## src/rtl/ram_arb_if.sv

```systemverilog
// Bus bundle between the two requesters (core, program loader), the arbiter and a synchronous RAM.
interface ram_arb_if #(
  parameter int AW = 8,
  parameter int DW = 8
);
  logic          c_req, c_we, c_gnt, c_rvalid;
  logic [AW-1:0] c_addr;
  logic [DW-1:0] c_wdata, c_rdata;
  logic          l_req, l_we, l_gnt, l_rvalid;
  logic [AW-1:0] l_addr;
  logic [DW-1:0] l_wdata, l_rdata;
  logic [AW-1:0] ram_addr;
  logic [DW-1:0] ram_wdata, ram_rdata;
  logic          ram_we, busy;

  modport slave (
    input  c_req, c_we, c_addr, c_wdata, l_req, l_we, l_addr, l_wdata, ram_rdata,
    output c_gnt, c_rvalid, c_rdata, l_gnt, l_rvalid, l_rdata,
           ram_addr, ram_wdata, ram_we, busy
  );

  modport master (
    output c_req, c_we, c_addr, c_wdata, l_req, l_we, l_addr, l_wdata, ram_rdata,
    input  c_gnt, c_rvalid, c_rdata, l_gnt, l_rvalid, l_rdata,
           ram_addr, ram_wdata, ram_we, busy
  );
endinterface

```

## src/rtl/ram_arb.sv

```systemverilog
// Two-requester single-port RAM arbiter: core vs program loader, bounded bursts,
// alternating tie-break and read returns routed by a registered issuer tag.
module ram_arb #(
  parameter int AW        = 8,
  parameter int DW        = 8,
  parameter int MAX_BURST = 4
) (
  input  logic      clk,
  input  logic      reset,
  ram_arb_if.slave  bus
);
  typedef enum logic [1:0] {IDLE, CORE, LOAD} state_t;

  localparam logic [3:0] LAST = 4'(MAX_BURST - 1);

  state_t        r_state, w_next, w_other;
  logic [3:0]    r_cnt, w_cnt_next;
  logic          r_last_core, w_last_core_next;
  logic          r_rd_pend, r_rd_core;
  logic          w_own_core, w_own_load, w_own_req, w_own_we, w_oth_req;
  logic [AW-1:0] w_addr;
  logic [DW-1:0] w_wdata;

  assign w_own_core = (r_state == CORE);
  assign w_own_load = (r_state == LOAD);
  assign w_own_req  = (w_own_core & bus.c_req) | (w_own_load & bus.l_req);
  assign w_own_we   = w_own_core ? bus.c_we : bus.l_we;
  assign w_oth_req  = w_own_core ? bus.l_req : bus.c_req;
  assign w_other    = w_own_core ? LOAD : CORE;
  assign w_addr     = w_own_core ? bus.c_addr  : bus.l_addr;
  assign w_wdata    = w_own_core ? bus.c_wdata : bus.l_wdata;

  always_ff @(posedge clk or posedge reset) begin
    if (reset) begin
      r_state     <= IDLE;
      r_cnt       <= '0;
      r_last_core <= 1'b0;
      r_rd_pend   <= 1'b0;
      r_rd_core   <= 1'b0;
    end else begin
      r_state     <= w_next;
      r_cnt       <= w_cnt_next;
      r_last_core <= w_last_core_next;
      r_rd_pend   <= w_own_req & ~w_own_we;
      r_rd_core   <= w_own_core;
    end
  end

  always_comb begin
    w_next           = r_state;
    w_cnt_next       = r_cnt;
    w_last_core_next = r_last_core;
    case (r_state)
      IDLE: begin
        w_cnt_next = '0;
        // On a tie the requester that did not own the port last goes first.
        if (bus.c_req && (!bus.l_req || !r_last_core)) w_next = CORE;
        else if (bus.l_req)                             w_next = LOAD;
      end
      CORE, LOAD: begin
        if (!w_own_req) begin
          w_next           = w_oth_req ? w_other : IDLE;
          w_cnt_next       = '0;
          w_last_core_next = w_own_core;
        end else if (r_cnt == LAST) begin
          // Burst exhausted: hand over if anyone waits, else restart the burst.
          w_cnt_next = '0;
          if (w_oth_req) begin
            w_next           = w_other;
            w_last_core_next = w_own_core;
          end
        end else begin
          w_cnt_next = r_cnt + 4'd1;
        end
      end
      default: begin
        w_next     = IDLE;
        w_cnt_next = '0;
      end
    endcase
  end

  assign bus.c_gnt     = w_own_core;
  assign bus.l_gnt     = w_own_load;
  assign bus.busy      = w_own_core | w_own_load;
  assign bus.ram_we    = w_own_req & w_own_we;
  assign bus.ram_addr  = w_own_req ? w_addr  : {AW{1'b0}};
  assign bus.ram_wdata = w_own_req ? w_wdata : {DW{1'b0}};

  assign bus.c_rvalid  = r_rd_pend &  r_rd_core;
  assign bus.l_rvalid  = r_rd_pend & ~r_rd_core;
  assign bus.c_rdata   = bus.c_rvalid ? bus.ram_rdata : {DW{1'b0}};
  assign bus.l_rdata   = bus.l_rvalid ? bus.ram_rdata : {DW{1'b0}};
endmodule

```

## src/flat_wrapper.sv

```systemverilog
// flat-port wrapper written by rule: the top's interface ports become plain ports
module ram_arb_flat 
#(
  parameter int AW        = 8,
  parameter int DW        = 8,
  parameter int MAX_BURST = 4
)
  (clk, reset, bus_c_req, bus_c_we, bus_c_addr, bus_c_wdata, bus_l_req, bus_l_we, bus_l_addr, bus_l_wdata, bus_ram_rdata, bus_c_gnt, bus_c_rvalid, bus_c_rdata, bus_l_gnt, bus_l_rvalid, bus_l_rdata, bus_ram_addr, bus_ram_wdata, bus_ram_we, bus_busy);
  ram_arb_if #(.AW(AW), .DW(DW)) bus_i ();
  input  logic clk;
  input  logic reset;
  input wire logic [$bits(bus_i.c_req)-1:0] bus_c_req;
  input wire logic [$bits(bus_i.c_we)-1:0] bus_c_we;
  input wire logic [$bits(bus_i.c_addr)-1:0] bus_c_addr;
  input wire logic [$bits(bus_i.c_wdata)-1:0] bus_c_wdata;
  input wire logic [$bits(bus_i.l_req)-1:0] bus_l_req;
  input wire logic [$bits(bus_i.l_we)-1:0] bus_l_we;
  input wire logic [$bits(bus_i.l_addr)-1:0] bus_l_addr;
  input wire logic [$bits(bus_i.l_wdata)-1:0] bus_l_wdata;
  input wire logic [$bits(bus_i.ram_rdata)-1:0] bus_ram_rdata;
  output wire logic [$bits(bus_i.c_gnt)-1:0] bus_c_gnt;
  output wire logic [$bits(bus_i.c_rvalid)-1:0] bus_c_rvalid;
  output wire logic [$bits(bus_i.c_rdata)-1:0] bus_c_rdata;
  output wire logic [$bits(bus_i.l_gnt)-1:0] bus_l_gnt;
  output wire logic [$bits(bus_i.l_rvalid)-1:0] bus_l_rvalid;
  output wire logic [$bits(bus_i.l_rdata)-1:0] bus_l_rdata;
  output wire logic [$bits(bus_i.ram_addr)-1:0] bus_ram_addr;
  output wire logic [$bits(bus_i.ram_wdata)-1:0] bus_ram_wdata;
  output wire logic [$bits(bus_i.ram_we)-1:0] bus_ram_we;
  output wire logic [$bits(bus_i.busy)-1:0] bus_busy;
  assign bus_i.c_req = bus_c_req;
  assign bus_i.c_we = bus_c_we;
  assign bus_i.c_addr = bus_c_addr;
  assign bus_i.c_wdata = bus_c_wdata;
  assign bus_i.l_req = bus_l_req;
  assign bus_i.l_we = bus_l_we;
  assign bus_i.l_addr = bus_l_addr;
  assign bus_i.l_wdata = bus_l_wdata;
  assign bus_i.ram_rdata = bus_ram_rdata;
  assign bus_c_gnt = bus_i.c_gnt;
  assign bus_c_rvalid = bus_i.c_rvalid;
  assign bus_c_rdata = bus_i.c_rdata;
  assign bus_l_gnt = bus_i.l_gnt;
  assign bus_l_rvalid = bus_i.l_rvalid;
  assign bus_l_rdata = bus_i.l_rdata;
  assign bus_ram_addr = bus_i.ram_addr;
  assign bus_ram_wdata = bus_i.ram_wdata;
  assign bus_ram_we = bus_i.ram_we;
  assign bus_busy = bus_i.busy;
  ram_arb #(.AW(AW), .DW(DW), .MAX_BURST(MAX_BURST)) u_core (.clk(clk), .reset(reset), .bus(bus_i));
endmodule
```

## config.mk

```make
export PLATFORM = sky130hd
export DESIGN_NAME = ram_arb_flat
export DESIGN_NICKNAME = d
export VERILOG_FILES = /design/src/rtl/ram_arb_if.sv /design/src/rtl/ram_arb.sv /design/src/flat_wrapper.sv
export SDC_FILE = /design/constraint.sdc
export NUM_CORES = 1
export LEC_CHECK = 0
export ABC_AREA = 1
export BUFFER_PORTS_ARGS = -buffer_cell sky130_fd_sc_hd__buf_2
export CORE_MARGIN = 5
export CORE_UTILIZATION = 25
export CTS_CLUSTER_DIAMETER = 150
export DETAILED_ROUTE_END_ITERATION = 6
export HOLD_SLACK_MARGIN = 0.12
export PLACE_DENSITY = 0.53
export SLEW_MARGIN = 0
export SYNTH_ARGS = -nofsm -noshare
export SYNTH_HDL_FRONTEND = slang
export SYNTH_SLANG_ARGS = --single-unit
```

## constraint.sdc

```tcl
create_clock -name clk -period 2.1 [get_ports clk]
set_clock_uncertainty 0.05 [all_clocks]
set_input_delay 0.42 -clock clk [delete_from_list [all_inputs] [get_ports clk]]
set_output_delay 0.42 -clock clk [all_outputs]
set_load 0.05 [all_outputs]
```

# Yosys cells after proc, flatten, opt, wreduce, memory -nomap -nowiden
# Cells that the tools add are included.
dict set report word_totals {
  ram_bits 0
  romBits 0
  memories 0
  output_inout_bits 38
  inputBits 46
  latch_bits 0
  regBits 9
}
dict set report classes {
  eq_ne 8
  n_div 0
  mul 0
  muxes 22
  shifts 0
  bitwise_logic 10
  n_addsub 1
  n_reduce_logical 8
  n_lt_le_gt_ge 0
}
# operator count
set op_table {}
lappend op_table {{2-to-1 mux 8 bit} 6}
lappend op_table {{2-to-1 mux 2 bit} 7}
lappend op_table {{2-to-1 mux 4 bit} 3}
lappend op_table {{AND 1 bit} 6}
lappend op_table {{inequality test 3 bit (second input constant)} 2}
lappend op_table {{AND reduction 3 bit} 2}
lappend op_table {{2-to-1 mux 1 bit} 5}
lappend op_table {{adder 4 x 1 -> 4 bit (second input constant)} 1}
lappend op_table {{equality test 4 x 2 -> 1 bit (second input constant)} 1}
lappend op_table {{inequality test 2 bit (second input constant)} 2}
lappend op_table {{one-hot mux 2 bit (2 select lines)} 1}
lappend op_table {{inequality test 3 x 2 -> 1 bit (second input constant)} 1}
lappend op_table {{equality test 2 x 1 -> 1 bit (second input constant)} 1}
lappend op_table {{equality test 2 bit (second input constant)} 1}
lappend op_table {{zero test 1 bit} 2}
lappend op_table {{zero test 2 bit} 1}
lappend op_table {{NOT 1 bit} 2}
lappend op_table {{OR 1 bit} 2}
lappend op_table {{OR reduction 2 bit} 1}
lappend op_table {{logical AND 1 bit} 1}
lappend op_table {{logical OR 1 bit} 1}

# Logic depth before layout (Yosys ltp)
# Gate-level depths: netlist (run 1).
dict set report depth {
  depth_word 6
  ltp_mapped 10
  ltp_nobuf 10
}

# Least setup slack after synthesis (run 1)
# OpenSTA, ideal clock, no wires.
dict set report synth_timing {
  path_type {reg-to-output}
  startpoint {register u_core.r_state[1]}
  endpoint {output bus_ram_we}
  t_required_ps 1630
  path_stages_with_launch 8
  slack_ps -477
  arrival_ps 2107
  path_buffers 1
  cell_sequence {dfrtp_1 inv_1 ha_1 buf_4 nand2_1 o21ai_0 inv_1 nor2_1}
}
dict set report synth_via {
  elab_chain_cells 4
}
# element line_no
set synth_lines {}
lappend synth_lines {{start: declaration} ram_arb.sv:16} ;# state_t r_state, w_next, w_other;
lappend synth_lines {{start signal: assignment} ram_arb.sv:41} ;# r_state <= w_next;
lappend synth_lines {{equality test 2 x 1 -> 1 bit (*)} ram_arb.sv:24} ;# assign w_own_core = (r_state == CORE);
lappend synth_lines {{via bus_c_gnt} flat_wrapper.sv:21} ;# output wire logic [$bits(bus_i.c_gnt)-1:0] bus_c_gnt;
lappend synth_lines {{AND 1 bit} ram_arb.sv:26} ;# assign w_own_req = (w_own_core & bus.c_req) | (w_own_load & bus.l_req);
lappend synth_lines {{OR 1 bit} ram_arb.sv:26}
lappend synth_lines {{AND 1 bit (*)} ram_arb.sv:86} ;# assign bus.ram_we = w_own_req & w_own_we;
lappend synth_lines {{end: declaration} flat_wrapper.sv:29} ;# output wire logic [$bits(bus_i.ram_we)-1:0] bus_ram_we;
# Mark *: on every way through the listed nets, which the timed path passes. The rest lies on a longest branch.

# Final worst setup path (run 1)
dict set report layout_timing {
  startpoint {register u_core.r_state[1]}
  endpoint {output bus_ram_addr[5]}
}
dict set report layout_via {
  elab_chain_cells 4
}
# element line_no
set layout_lines {}
lappend layout_lines {{equality test 2 x 1 -> 1 bit or equality test 2 bit (tied branches)} {ram_arb.sv:24, ram_arb.sv:25}}
lappend layout_lines {{AND 1 bit} ram_arb.sv:26}
lappend layout_lines {{OR 1 bit} ram_arb.sv:26}
lappend layout_lines {{2-to-1 mux 8 bit (*)} ram_arb.sv:87} ;# assign bus.ram_addr = w_own_req ? w_addr : {AW{1'b0}};
lappend layout_lines {{end: declaration} flat_wrapper.sv:27} ;# output wire logic [$bits(bus_i.ram_addr)-1:0] bus_ram_addr;
# Mark *: on every way between the ends. The rest lies on a longest branch, timed or not.

==> results of run 1 <==
## per-layer routing
layer,vias to the layer above,routed length [um]
met4,0,30
met1,585,1356
met3,2,401
li1,719,-
met2,57,1727
met5,-,0
## stage by stage
stage               instances  power, uW  setup TNS (ns)  cell area (um^2)
finish                    330       2400               0              1833
global route              330       2590         -0.1056              1833
CTS                       324       2243               0              1730
detailed placement        317       1862               0              1546
global placement          317       1871               0              1546
floorplan                 186       1539        -0.07120              1072
## flip-flops by register name, indices dropped and copies added (netlist names)
name                cells
u_core.r_state          2
u_core.r_rd_core        1
u_core.r_cnt            4
u_core.r_last_core      1
u_core.r_rd_pend        1
## cell families (layout without fill, tap and decap cells)
group / count (synthesis) / in the layout / synth area share
simple gates: 120 / 120 / 0.4725
buf+inv: 44 / 138 / 0.1850
flops: 9 / 9 / 0.2250
fa+ha+maj: 6 / 6 / 0.07500
compound gates: 5 / 5 / 0.02500
xor+xnor: 2 / 2 / 0.01750
## cell usage in the layout, fill, tap and decap left out, drive strengths merged
cell          n
buf          93
ha            6
nand3         6
o21ai         5
clkinv        1
clkbuf        4
clkinvlp     11
nor2         25
xnor2         1
dlygate4sd3   1
nand2        89
dfrtp         9
inv          28
xor2          1
## tightest hold or removal path, delay by kind of cell
family	cells	cell delay, ns
and+or+nand+nor	2	0.09
AOI/OAI and AO/OA	1	0.06
buffers and inverters	1	0.07
## path summary, 6_finish.rpt
kind | depth (start not counted) | endpoint | start
worst min register to register | 1 | u_core.r_cnt[0] | u_core.r_cnt[0]
max in group asynchronous | 3 | u_core.r_state[0] | reset
worst max register to register | 10 | u_core.r_state[0] | u_core.r_state[1]
worst min-delay path | 4 | u_core.r_rd_pend | bus_c_we
min in group asynchronous | 3 | u_core.r_cnt[0] | reset
worst max-delay path | 8 | bus_ram_addr[5] | u_core.r_state[1]
## what timing repair did
item | CTS | global route
cloned | 0 | 1
setup endpoints to repair | 17 | 17
pin swaps | 1 | 1
setup buffers | 2 | 5
hold buffers | 1 | 0
resized for setup | 36 | 14
hold endpoints to repair | 9 | 0
## final cells by class
class | count | area, um^2
Inverter | 39 | 190.2
Timing Repair Buffer | 95 | 640.6
Clock buffer | 3 | 41.29
Sequential cell | 9 | 226.5
Fill cell | 422 | 2110
Tap cell | 50 | 62.56
Clock inverter | 1 | 5.005
Multi-Input combinational cell | 133 | 666.9
## power by group
group          leakage, uW  total, uW  internal, uW  switching (uW)
registers         0.000119        267           224            43.1
logic             0.000955       1930           655            1280
clock network    0.0000255        200           129            70.4
total              0.00110       2400          1010            1390
==> run_results.csv, run 1 <==
group,metric,value,unit
yosys,synthFlopType,"dfrtp_1",
clock_tree,root_buffer,"clkbuf_8",
yosys,async_reset_ff_frac,1.000,
die,core.rowCount,23,
grt,grt_pass1_vias,1339,
yosys,ys_seq_elements,9,
grt,grt_max_degree,19,
detailed_routing,vias,1363,
timing,slew_headroom,0.7464,
status,outcome,"complete, no violations",
worst_setup_path,crit_arrival,1.59,ns
clock_tree,cts_tree,"done",
timing,rsz0062_at_grt,"yes",
clock_tree,numClockSinks,9,
die,die_x,73.28,um
timing,setup_viol,0,
grt,grtUsageMet1,0.1466,
finish,final_util,0.4649,
timing,timing.hold.ws,0.4013,ns
finish,antenna_cells,0,
grt,grt_pass1_wl,5471,um
worst_setup_path,crit_required,1.63,ns
worst_setup_path,max_stage_delay,0.40,ns
die,core_area,3943,um^2
placement,detailed_place_hpwl,2662,um
yosys,ys.warnings.count,0,
yosys,syn-num-nets,238,
worst_setup_path,cp_top_family,"buffers and inverters",
placement,dpl_worst_slack,0.1357,ns
worst_setup_path,crit_path_end_kind,"output port",
yosys,synth.area.top_cells,"nand2_1, dfrtp_1, inv_1",
die,die_h,73.28,um
yosys,synth.yosys.seq_area_share,0.2250,
placement,io_buffers,83,
timing,min_period,2.057,ns
clock_tree,clockBufferDepth,2,
grt,gr-usage-all-layers,0.1263,
grt,antenna_found_initial,0,
timing,setup_slack,0.04321,ns
worst_setup_path,path_cells,"buf_4, ha_4, nand2_2, nand2_4, buf_12, nand2_1, clkinvlp_4, buf_6",
yosys,synth_edf_count,0,
grt,gr-max-usage-layer,"met2",
yosys,post-synth-top-area-fraction,0.3263,
yosys,syn_avg_cell_area,5.382,um^2
detailed_routing,drt-vias-per-instance,4.130,
die,initial_core_util,0.2539,
yosys,synth_top_area_cell,"nand2_1",
clock_tree,worst_skew_pair.late_latency,0.23,ns
worst_setup_path,cp_num_buf_inv,4,
grt,met2_usage,0.2224,
timing,min_period_over_period,0.9794,
placement,place_congestion,0.8336,
detailed_routing,firstDrtPassIters,4,
yosys,synth.cell_area,1001,um^2
timing,worstMarginPinSlew,0.3800,ns
detailed_routing,route.detailed.drc,0,
clock_tree,cts_buffers,3,
detailed_routing,antenna_left,0,
job,cap_violations,0,
clock_tree,clkSlewWorstSetupHoldPaths,0.05,ns
die,ioPinCount,84,
finish,layout-drive-gt1-share,0.4929,
timing,fmax,486.2,MHz
grt,grt-ovfl-total,0,
worst_setup_path,cp_slowest_cell,"dfrtp_1",
worst_setup_path,criticalPathCategory,"register to output port",
power_and_ir_drop,power_density,1309,nW/um^2
finish,area.growth.synth_to_final,83.13,%
yosys,yosys-top-cells-count,"nand2_1, inv_1, nor2_1",
power_and_ir_drop,irDropWorstVdd,603.5,uV
detailed_routing,totalWireLength,3514,um
yosys,syn_inst,186,
grt,gr-usage-met3,0.04104,
detailed_routing,drt-initial-drc-count,27,
worst_setup_path,start_kind,"register",
worst_setup_path,crit_fanout,8,
finish,final_nets,333,
power_and_ir_drop,p_leak,0.001100,uW
detailed_routing,wl_per_cell,10.65,um
timing,finalMaxSlewViolations,0,
yosys,yosys.cell_types.count,16,
clock_tree,cts.htree.levels,1,
worst_setup_path,reg2reg_slack,0.33,ns
hold_path,min_path_type,"primary input to register",
timing,final-hold-violation-count,0,
die,die_area,5369,um^2
yosys,yosysMostFrequentCell,"nand2_1",
Note: power is estimated with default switching activity, not from simulation.
==> inputs of run 2 (changes only) <==
--- a/config.mk
+++ b/config.mk
@@ -8,11 +8,11 @@
 export ABC_AREA = 1
 export BUFFER_PORTS_ARGS = -buffer_cell sky130_fd_sc_hd__buf_2
 export CORE_MARGIN = 5
-export CORE_UTILIZATION = 25
+export CORE_UTILIZATION = 38
 export CTS_CLUSTER_DIAMETER = 150
 export DETAILED_ROUTE_END_ITERATION = 6
 export HOLD_SLACK_MARGIN = 0.12
-export PLACE_DENSITY = 0.53
+export PLACE_DENSITY = 0.76
 export SLEW_MARGIN = 0
 export SYNTH_ARGS = -nofsm -noshare
 export SYNTH_HDL_FRONTEND = slang
==> run 2 against run 1 <==
Against the previous run: cell count decreased by 5.8%; worst hold slack got worse by 0.0063 ns; sequential cell count unchanged; die area decreased by 30%; sequential share of layout area up 0.29 points; via count rose by 0.29%.
==> run_results.csv, run 2 (synthesized netlist as in run 1, its figures left out) <==
group,metric,value,unit
status,outcome,"complete, no violations",
timing,fmax,482.3,MHz
worst_setup_path,criticalPathCategory,"register to output port",
detailed_routing,drt-vias-per-instance,4.395,
placement,io_buffers,83,
power_and_ir_drop,irDropWorstVdd,1075,uV
finish,area.growth.synth_to_final,78.88,%
grt,grt_max_degree,19,
job,cap_violations,0,
detailed_routing,wl_per_cell,10.99,um
hold_path,hp-start,"bus_c_we",
clock_tree,cts.htree.levels,1,
die,die_h,61.33,um
finish,largest_reg_flops,4,
grt,antenna_found_initial,0,
worst_setup_path,r2r.worst_path.cells,12,
die,core.rowCount,18,
power_and_ir_drop,p_clk_frac,0.056,
die,ioPinCount,84,
power_and_ir_drop,p_int,940.5,uW
detailed_routing,drt-initial-drc-count,37,
die,core_area,2500,um^2
timing,finalMaxSlewViolations,0,
clock_tree,numClockSinks,9,
placement,dpl_worst_slack,0.09063,ns
finish,layout_common_cells,"nand2_1, buf_2, inv_1",
power_and_ir_drop,pwr-share-seq,0.113,
worst_setup_path,start_kind,"register",
worst_setup_path,crit_arrival,1.60,ns
power_and_ir_drop,switching_share,0.5980,
finish,antenna_cells,0,
timing,rsz0062_at_grt,"yes",
finish,final_nets,334,
timing,worstMarginPinSlew,0.3627,ns
placement,place_congestion,0.8194,
grt,grt_pass1_wl,4698,um
clock_tree,clkSlewWorstSetupHoldPaths,0.06,ns
power_and_ir_drop,p_switching,1399,uW
timing,setup_viol,0,
clock_tree,clockBufferDepth,2,
die,initial_core_util,0.4004,
timing,min_period_over_period,0.9873,
worst_setup_path,reg2reg_slack,0.17,ns
detailed_routing,firstDrtPassIters,5,
hold_path,min_path_cells,4,
grt,grt_pass1_vias,1196,
clock_tree,cts_tree,"done",
placement,detailed_place_hpwl,2510,um
clock_tree,cts_buffers,3,
power_and_ir_drop,power_density,1307,nW/um^2
timing,final-hold-violation-count,0,
grt,grt-ovfl-total,0,
finish,layout-drive-gt1-share,0.4911,
detailed_routing,route.detailed.drc,0,
worst_setup_path,crit_path_end_kind,"output port",
hold_path,min_to,"u_core.r_rd_pend",
timing,slew_headroom,0.7579,
clock_tree,root_buffer,"clkbuf_4",
timing,min_period,2.073,ns
finish,top_register,"u_core.r_cnt",
power_and_ir_drop,combPwrFrac,0.831,
power_and_ir_drop,p_leak,0.001099,uW
detailed_routing,totalWireLength,3417,um
detailed_routing,antenna_left,0,
finish,top_regs,"u_core.r_cnt: 4 flops, u_core.r_state: 2 flops",
timing,setup_slack,0.02671,ns
die,die_x,61.33,um
hold_path,min_path_type,"primary input to register",
grt,gr-usage-all-layers,0.1638,
worst_setup_path,regToRegEndpoint,"u_core.r_state[1]",
worst_setup_path,r2r_start,"u_core.r_state[1]",
timing,timing.hold.ws,0.3950,ns
worst_setup_path,crit_required,1.63,ns
detailed_routing,vias,1367,
finish,final_common_cell,"nand2_1",
die,die_area,3761,um^2
worst_setup_path,crit_fanout,8,
clock_tree,worst_skew_pair.late_latency,0.26,ns
power_and_ir_drop,total_power,2339,uW
==> run 2: cell types whose count changed in the layout (fill, tap and decap cells not counted), sizes merged <==
cell    previous run  this run
buf               93        95
clkinv             1         0
==> run 2: power groups by stage <==
stage | Clock (uW) | Sequential (uW) | Combinational (uW)
3_3_place_gp | 0 | 256 | 1590
4_1_cts | 134 | 259 | 1790
6_report | 131 | 265 | 1940
5_1_grt | 138 | 272 | 2100
3_5_place_dp | 0 | 259 | 1600
2_1_floorplan | 0 | 255 | 1280
==> run 2: per-stage QoR <==
stage	instances	setup TNS, ns	utilization	instance area [um^2]
floorplan	186	-0.07120	-	1072
global placement	299	0	0.6096	1524
detailed placement	299	0	0.6096	1524
CTS	308	0	0.6747	1687
global route	311	-0.3919	0.7162	1790
finish	311	0	0.7162	1790
==> run 2: how the worst max path moves through the flow <==
stage                     slack [ns]              start                to
after floorplan                -0.07  u_core.r_state[1]        bus_ram_we
after global placement          0.11  u_core.r_state[0]        bus_ram_we
after detailed placement        0.09  u_core.r_state[0]  bus_ram_wdata[0]
after CTS                      0.008  u_core.r_state[1]  bus_ram_wdata[3]
after global routing           -0.05  u_core.r_state[1]  bus_ram_wdata[3]
final                           0.03  u_core.r_state[1]  bus_ram_wdata[3]
==> run 2: final cells by class <==
cell class / instances / area [um^2]
Sequential cell: 9 / 226.5
Inverter: 39 / 190.2
Timing Repair Buffer: 96 / 633.1
Tap cell: 30 / 37.54
Clock buffer: 4 / 26.28
Fill cell: 205 / 709.4
Multi-Input combinational cell: 133 / 676.9
==> run 2: critical path, cell delays in order (launching register included) <==
cell	delay [ns]
dfrtp_1	0.40
buf_6	0.13
ha_4	0.15
nand2_2	0.07
nand2_4	0.09
buf_8	0.15
nand2_1	0.10
clkinvlp_4	0.09
buf_6	0.15
==> run 2: routing by layer <==
layer | share of wire | routed length, um | vias up | global-route usage
met5 | 0 | 0 | - | 0
met4 | 0.015 | 51 | 0 | 0.03096
met3 | 0.095 | 326 | 6 | 0.02725
met2 | 0.53 | 1802 | 60 | 0.3233
met1 | 0.36 | 1237 | 581 | 0.1816
li1 | - | - | 720 | -
==> run 2: repair_timing <==
item	4_1_cts	5_1_grt
pin swaps	1	3
hold endpoints to repair	9	0
resized for setup	33	23
setup buffers	4	3
hold buffers	1	0
gates cloned	0	0
setup endpoints to repair	17	19
==> inputs of run 3 (changes only) <==
==> constraint.sdc (replaced) <==
create_clock -name clk -period 2.2 [get_ports clk]
set_clock_uncertainty 0.05 [all_clocks]
set_input_delay 0.44 -clock clk [delete_from_list [all_inputs] [get_ports clk]]
set_output_delay 0.44 -clock clk [all_outputs]
set_load 0.05 [all_outputs]
==> run 3 against run 2 <==
Against the previous run: sequential cell count stayed put; wire length down 8.6%; non-clock buffer count fell by 8; die area is the same; sequential power is 2% lower; combinational power decreased by 18%; clock power down 4%; sequential share of layout area grew 1.5 points; cell count down 1.9%; register-to-register slack better by 0.30 ns.
==> run_results.csv, run 3 (synthesized netlist as in run 1, its figures left out) <==
group,metric,value,unit
hold_path,min_path_cells,1,
worst_setup_path,crit_fanout,6,
timing,min_period,2.092,ns
die,core_area,2500,um^2
timing,fin_tns_setup,0,ns
die,core.rowCount,18,
die,ioPinCount,84,
clock_tree,clockBufferDepth,2,
clock_tree,clkSlewWorstSetupHoldPaths,0.06,ns
die,die_area,3761,um^2
power_and_ir_drop,p_leak,0.001144,uW
hold_path,min_path_type,"register to register",
timing,setup_viol,0,
power_and_ir_drop,irDropWorstVdd,1127,uV
worst_setup_path,criticalPathCategory,"register to output port",
finish,final_util,0.6441,
grt,gr-usage-all-layers,0.1479,
finish,final_common_cell,"nand2_1",
detailed_routing,route.detailed.drc,0,
placement,dp.cells,296,
finish,fillers,275,
finish,largest_reg_flops,4,
status,outcome,"complete, no violations",
finish,final_nets,328,
detailed_routing,drt-initial-drc-count,29,
worst_setup_path,start_kind,"register",
clock_tree,worst_skew_pair.late_latency,0.26,ns
detailed_routing,drt-vias-per-instance,4.423,
finish,antenna_cells,0,
worst_setup_path,crit_arrival,1.60,ns
worst_setup_path,crit_required,1.71,ns
die,die_x,61.33,um
clock_tree,numClockSinks,9,
power_and_ir_drop,power_density,1228,nW/um^2
timing,finalMaxSlewViolations,0,
die,die_h,61.33,um
detailed_routing,firstDrtPassIters,4,
detailed_routing,totalWireLength,3124,um
finish,top_regs,"u_core.r_cnt: 4 flops, u_core.r_state: 2 flops",
die,initial_core_util,0.4004,
finish,layout_common_cells,"nand2_1, buf_2, inv_1",
timing,slew_headroom,0.7558,
timing,worstMarginPinSlew,0.3659,ns
worst_setup_path,crit_path_end_kind,"output port",
power_and_ir_drop,total_power,1977,uW
timing,rsz0062_at_grt,"no",
finish,area.growth.synth_to_final,60.87,%
detailed_routing,wl_per_cell,10.24,um
clock_tree,cts.htree.levels,1,
clock_tree,cts_buffers,3,
finish,multi_input_area,658.1,um^2
timing,min_period_over_period,0.9509,
placement,io_buffers,83,
grt,antenna_found_initial,0,
finish,top_register,"u_core.r_cnt",
timing,final-hold-violation-count,0,
clock_tree,root_buffer,"clkbuf_4",
clock_tree,cts_tree,"done",
finish,register_area,227.7,um^2
worst_setup_path,reg2reg_slack,0.47,ns
timing,timing.hold.ws,0.4087,ns
finish,stdcell_count,305,
grt,grt_max_degree,19,
placement,place_congestion,0.7938,
worst_setup_path,r2r.worst_path.cells,9,
grt,grt_pass1_vias,1094,
timing,fmax,478.0,MHz
detailed_routing,antenna_left,0,
grt,grt-ovfl-total,0,
grt,grt_pass1_wl,4284,um
placement,detailed_place_hpwl,2408,um
finish,layout-drive-gt1-share,0.4145,
detailed_routing,vias,1349,
job,cap_violations,0,
[run 3: cell count changes in the layout (fill, tap and decap cells not counted), moves of 4 or more]
cell,delta
buf_6,-15
inv_1,+12
clkinvlp_4,-11
clkbuf_4,+9
nand2_1,+4
[run 3: path summary, 6_finish.rpt]
check                                   from                 to
max                        u_core.r_state[1]   bus_ram_wdata[2]
min                          u_core.r_cnt[0]    u_core.r_cnt[0]
max reg2reg                u_core.r_state[0]  u_core.r_state[0]
min reg2reg                  u_core.r_cnt[0]    u_core.r_cnt[0]
max in group asynchronous              reset  u_core.r_state[0]
min in group asynchronous              reset    u_core.r_cnt[1]
[run 3: routing by layer]
| metal | track usage | part of all wire |
|---|---|---|
| met5 | 0 | 0 |
| met1 | 0.1626 | 0.37 |
| met3 | 0.03354 | 0.12 |
| met4 | 0.05263 | 0.0038 |
| met2 | 0.2749 | 0.50 |
[run 3: metrics by stage]
step / worst slack, ns / instance area, um^2
2_1_floorplan: 0.008798 / 1031
3_3_place_gp: 0.2140 / 1473
3_5_place_dp: 0.1778 / 1473
4_1_cts: 0.02180 / 1540
5_1_grt: 0.0005641 / 1610
6_report: 0.1081 / 1610
[run 3: final cells by class]
cell class,count,share of cell area
repair buffers,88,0.3178
multi-input cells,135,0.4087
clock buffers,4,0.01632
flip-flops and latches,9,0.1414
well taps,30,0.02331
inverters,39,0.09246
[run 3: power breakdown]
| group | total (uW) | internal [uW] | switching, uW |
|---|---|---|---|
| clock network | 126 | 69.8 | 56.1 |
| logic | 1590 | 469 | 1120 |
| registers | 259 | 215 | 44.1 |
| total | 1980 | 753 | 1220 |
[run 3: worst max-delay path, stage by stage, from the launching register on]
cell	delay, ns
dfrtp_2	0.44
inv_2	0.10
ha_4	0.20
clkbuf_4	0.19
nand2_1	0.05
nand2_1	0.06
nand2_1	0.04
inv_1	0.04
clkbuf_4	0.22
[run 3: repair_timing]
action	in CTS	in global routing
endpoints found under the setup margin	17	17
setup buffers	0	2
hold buffers	1	0
cloned	0	2
pin swaps	0	2
resized for setup	10	22
endpoints found under the hold margin	9	0
